## src/rtl/stack_pkg.sv

```systemverilog
// stack_pkg: delta encodings and default depth shared by stack guards
package stack_pkg;
  localparam logic [1:0] DELTA_NONE = 2'b00;
  localparam logic [1:0] DELTA_PUSH = 2'b01;
  localparam logic [1:0] DELTA_POP  = 2'b11;
  localparam int STACK_DEPTH = 18;
endpackage

```

## src/rtl/stack_hwm.sv

```systemverilog
// stack_hwm: high-water mark of stack occupancy since reset
module stack_hwm #(
  parameter int DW = 5
) (
  input  logic          clk,
  input  logic          reset,
  input  logic [DW-1:0] depth,
  output logic [DW-1:0] hwm
);
  always_ff @(posedge clk)
    hwm <= reset ? '0 : (depth > hwm ? depth : hwm);
endmodule

```

## src/rtl/stack_guard.sv

```systemverilog
// stack_guard: occupancy tracking and over/underflow blocking for one J1 stack
// optional high-water mark under STACK_GUARD_HWM_EN
module stack_guard import stack_pkg::*; #(
  parameter int DEPTH = STACK_DEPTH,
  parameter int DW    = $clog2(DEPTH + 2)
) (
  input  logic          clk,
  input  logic          reset,
  input  logic          we,
  input  logic [1:0]    delta,
  output logic          s_we,
  output logic [1:0]    s_delta,
  input  logic          err_clr,
  output logic [DW-1:0] depth,
  output logic          empty,
  output logic          full,
  output logic          ovf,
  output logic          udf,
`ifdef STACK_GUARD_HWM_EN
  output logic [DW-1:0] hwm,
`endif
  output logic          err_pulse
);
  logic push, pop, blk_push, blk_pop;
  always_comb begin
    push     = delta == DELTA_PUSH;
    pop      = delta == DELTA_POP;
    empty    = depth == '0;
    full     = depth == DW'(DEPTH + 1);
    blk_push = push & full;
    blk_pop  = pop & empty;
    s_we     = we;
    s_delta  = (blk_push | blk_pop) ? DELTA_NONE : delta;
  end
  always_ff @(posedge clk) begin
    if (reset) begin
      depth     <= '0;
      ovf       <= 1'b0;
      udf       <= 1'b0;
      err_pulse <= 1'b0;
    end else begin
      depth     <= (push & ~full) ? depth + 1'b1 : (pop & ~empty) ? depth - 1'b1 : depth;
      ovf       <= blk_push | (ovf & ~err_clr);
      udf       <= blk_pop | (udf & ~err_clr);
      err_pulse <= blk_push | blk_pop;
    end
  end
`ifdef STACK_GUARD_HWM_EN
  stack_hwm #(.DW(DW)) u_hwm (.clk(clk), .reset(reset), .depth(depth), .hwm(hwm));
`endif
endmodule

```

## config.mk

```make
export PLATFORM = sky130hd
export DESIGN_NAME = stack_guard
export DESIGN_NICKNAME = d
export VERILOG_FILES = /design/src/rtl/stack_pkg.sv /design/src/rtl/stack_hwm.sv /design/src/rtl/stack_guard.sv
export SDC_FILE = /design/constraint.sdc
export NUM_CORES = 1
export LEC_CHECK = 0
export ABC_CLOCK_PERIOD_IN_PS = 2100
export CAP_MARGIN = 10
export CORE_UTILIZATION = 38
export CTS_CLUSTER_SIZE = 12
export DETAILED_ROUTE_END_ITERATION = 8
export GPL_ROUTABILITY_DRIVEN = 0
export HOLD_SLACK_MARGIN = 0.15
export MAX_ROUTING_LAYER = met4
export PLACE_DENSITY_LB_ADDON = 0.12
export SLEW_MARGIN = 10
export SYNTH_ARGS = -nofsm -noshare
export SYNTH_HDL_FRONTEND = slang
export SYNTH_SLANG_ARGS = --single-unit
```

## constraint.sdc

```tcl
create_clock -name clk -period 2.1 [get_ports clk]
set_clock_uncertainty 0.05 [all_clocks]
set_input_delay 0.63 -clock clk [delete_from_list [all_inputs] [get_ports clk]]
set_output_delay 0.63 -clock clk [all_outputs]
set_load 0.01 [all_outputs]
```

-- Word level (Yosys, flattened, before mapping)
Cells that the tools add are included.
- memory bits (writable): 0
- memories: 0
- latch bits: 0
- bits in registers: 8
- bits in read-only memories: 0
- word-level logic and storage cells: 26
- equal/unequal tests: 3
- div/mod/pow operators: 0
- shift-type cells: 0
- reduce and logical (&&, ||, !) cells: 2
- add/sub/neg operators: 2
- multiplexer cells: 3
- $lt $le $gt $ge: 0
- bitwise gates (word level): 12
- multiply operators: 0
- operator list (kind ; count):
    5-bit two-way mux ; 2
    1-bit bitwise AND ; 6
    5-bit by 1-bit adder with 5-bit output, second input constant ; 1
    5-bit == test, second input constant ; 1
    5-bit logical NOT ; 1
    5-bit by 1-bit subtractor with 5-bit output, second input constant ; 1
    1-bit NOT ; 3
    1-bit OR ; 3
    2-bit by 1-bit == test with 1-bit output, second input constant ; 1
    2-bit == test, second input constant ; 1
    2-bit two-way mux ; 1
    2-bit nonzero test ; 1

-- Depth between registers and ports, before layout
- depth in word-level cells: 5
- depth in mapped cells: 7
- mapped depth without buffers: 7

-- Least setup slack after synthesis
Ideal clock, no wire load.
- kind: flip-flop to flip-flop
- from: reg depth[0]
- to: reg depth[4]
- arrival: 2.275 ns
- setup slack: -0.289 ns
- library setup time: 0.064 ns
- buffers on the path: 0
- clock period less this slack: 2.389 ns
- required time: 1.986 ns
- stages on the path, launching flop included: 8
- cells stage by stage: dfxtp_1 nand3_2 o31ai_1 fa_1 a21o_1 a21oi_1 or4_1 nand4_1
- cells in the longest elaborated chain, start to end: 4
- elaborated cells between the ends (all ways): 11
- classes of those cells: add/sub (2); eq/ne (1); mux (2); bitwise (4); reduce/logical (2)
- ends and longest elaborated chain (item ; RTL line ; RTL):
    from (decl) ; stack_guard.sv:14 ; output logic [DW-1:0] depth,
    from (signal assigned) ; stack_guard.sv:42 ; depth <= (push & ~full) ? depth + 1'b1 : (pop & ~empty) ? depth - 1'b1 : depth;
    branches (longest 4 deep; another with 5-bit by 1-bit subtractor with 5-bit output) ; -- ;
Parallel ways; which one is timed is not known. The select of a mux whose other input is x is not followed.
A chain may end at the register's enable or synchronous reset.

-- Worst setup path in the final report
- from: in delta[1]
- to: out s_delta[0]
- cells in the longest elaborated chain, start to end: 4
- elaborated cells between the ends (all ways): 6
- classes of those cells: eq/ne (2); mux (1); bitwise (3)
- ends and longest elaborated chain (item ; RTL line ; RTL):
    from (decl) ; stack_guard.sv:10 ; input logic [1:0] delta,
    2-bit by 1-bit == test with 1-bit output or 2-bit == test (tied branches) ; stack_guard.sv:26, stack_guard.sv:27 ;
    1-bit bitwise AND, on equally long branches ; stack_guard.sv:30, stack_guard.sv:31 ;
    1-bit OR * ; stack_guard.sv:33 ; s_delta = (blk_push | blk_pop) ? DELTA_NONE : delta;
    2-bit two-way mux * ; stack_guard.sv:33 ;
    to (decl) ; stack_guard.sv:12 ; output logic [1:0] s_delta,
Mark *: on every way between the ends. The rest lies on a longest branch, timed or not.

==> run metrics <==
gr usage total 21.90%; run status finished, violations left; GRT overflow 0; cell accounting for the most synthesized area dfxtp_1; via count 566; CTS tree yes; Synth Area per Inst 9.362 um2; r2r setup slk 0.08 ns; final WL 1396 um; worst hold endpoint udf; H-tree levels 1; WP data arrival 1.48 ns; Syn. warnings 0; top-level I/O count 19; Hold Path Class register to register; Post-Syn Nets 68; row count 13; CP max stage cell or3b_4; ANT nets after route 0; data required time of the critical path 1.42 ns; measured slew at the worst slew-check pin 0.2906 ns; sequential-to-total area share from yosys stat 29.49%; Reg2Reg Capture Point depth[4]; Most common cell on crit path buf_6; Die W 39.80 um; mapped cell area 543.0 um2; worst vdd ir 658.5 uV; crit path max fanout 3; clk sink count 8; failing checks setup timing; met3 wire length 40 um; fin nets 105; setup ws final -0.05643 ns; cell with the most instances after synthesis dfxtp_1; CP Cell Sequence buf_6 > or3b_4 > o221ai_4 > inv_2 > buf_6; power per cell area 1242 nW/um2; EDFF count, synth 0; highest metal used met4; fin crit share 102.7%; RSZ-0062 raised after global routing true; fin area 953.4 um2; RR Startpoint depth[4]; CTS Buffer Depth 2; Starting Density 41.22%; Layout area overhead 75.58%; HPWL after DPL 1014 um; total CTS buffers 3; Post-Place Worst Slack -0.8274 ns; Cell Area, Placed 844.6 um2; Metal-1 WL 617 um; Avg WL per Cell 12.93 um; f_max 463.7 MHz; Hold Path Origin udf; Synth cell types 32; first-pass detailed-route iteration total 4; Core ar. 1318 um2; Async SR Flop Fraction 0%; share of layout cells above drive strength 1 47.31%; ANT cells 0; worst r2r path cells 8; Post-synth top cells 8 x dfxtp_1, 6 x nor2_1, 4 x a21oi_1; WS Path Type input pin to primary output; ranking of synthesized cells by area dfxtp_1 29%, ha_1 6.9%, mux2i_1 5.5%; CTS Root Cell clkbuf_4; Worst slew margin 80.62%; initial antenna violation count 0; Max-cap violations 0; endpoints failing hold 0; Die Ht 39.80 um; setup_tns -0.05643 ns; global-route wire length before repair 2097 um; CP Capture Type primary output; area share of the largest cell type after synthesis 29.49%; vias per inst 5.241; startpoint types input pin; Synth Register Bits 8; max-slew violation count 0; Primary FF master, synth dfxtp_1; die footprint 1584 um2; Routed met2 length 699 um; count of input and output buffers 16; Iter 0 DRT Violations 8; Min-Delay Path Depth 2; Final setup viols 1; vias in the first global route 483; # DRC 0; crit path time final 2.156 ns; Post-Synthesis Cells 58; clk_lat worst skew 0.26 ns; Max stage delay on crit path 0.39 ns; largest net degree at the start of global routing 10; Leakage Power 0.4086 nW; Clock transition at path regs 0.06 ns
flip-flops by register name, indices dropped and copies added (netlist names):
signal,flops
udf,1
depth,5
ovf,1
err_pulse,1
kinds of logic after synthesis:
logic type / Yosys count / share of synthesized area, %
AO/OA/AOI/OAI: 14 / 21.89
XOR/XNOR: 3 / 4.840
adder cells (fa/ha/maj): 4 / 10.60
buffers and inverters: 5 / 4.147
flip-flops: 8 / 29.49
multiplexers: 3 / 5.530
AND/OR/NAND/NOR: 21 / 23.51
report_power, final:
part / switching (mW) / total (mW) / internal [mW]
Sequential: 0.0329 / 0.230 / 0.197
Clock: 0.0581 / 0.124 / 0.0658
Combinational: 0.373 / 0.830 / 0.457
Total: 0.464 / 1.18 / 0.720
through the flow:
stage / hold WS, ns / util (%) / power [mW] / instances
after floorplan: 0.4635 / - / 0.6051 / 58
after global placement: 0.4172 / 64.10 / 0.9143 / 102
after global routing: 0.4600 / 72.36 / 1.276 / 108
after detailed placement: 0.4310 / 64.10 / 0.9251 / 102
after CTS: 0.4474 / 71.70 / 1.165 / 108
final: 0.4405 / 72.36 / 1.184 / 108
what timing repair did:
item                                    in CTS  in global routing
resized for setup                           32                  9
pin swaps                                    8                  6
hold buffers                                 0                  0
setup buffers                                3                  0
endpoints found under the setup margin       7                  5
worst max-delay path by stage:
stage / cells past startpoint / from / endpoint / slack [ns]
floorplan: 3 / delta[1] / s_delta[0] / 0.002
global placement: 5 / delta[1] / s_delta[0] / -0.83
detailed placement: 5 / delta[1] / s_delta[0] / -0.83
CTS: 5 / depth[1] / s_delta[0] / -0.07
global route: 5 / depth[0] / s_delta[0] / -0.09
finish: 5 / delta[1] / s_delta[0] / -0.06
worst max-delay path: cells and delay by family:
family                 cells  cell delay [ns]
AO/OA/AOI/OAI              1             0.21
buffers and inverters      3             0.24
AND/OR/NAND/NOR            1             0.39
per-layer routing:
layer	track usage, %	vias up
met5	-	-
met4	18.10	0
met3	3.409	4
met2	34.84	14
met1	23.73	261
li1	-	287
placed cells by master (no fill, tap or decap), types with 2 or more instances in the layout:
cell type	instances
a21o_1	2
a21oi_1	2
a21oi_2	2
buf_2	2
buf_4	13
buf_6	7
clkbuf_4	3
clkdlybuf4s50_1	10
dfxtp_1	6
dfxtp_2	2
ha_1	2
inv_1	2
mux2i_1	3
nand2b_1	2
nor2_1	6
or3_4	2
xor2_1	3
final cells by class:
type | count | area [um2]
clock buffer | 3 | 22.52
tap | 15 | 18.77
sequential | 8 | 162.7
inverter | 3 | 11.26
multi-input combinational | 45 | 437.9
timing repair buffer | 34 | 300.3
fill | 96 | 364.1
No activity file was read; power rests on OpenSTA's default activity.
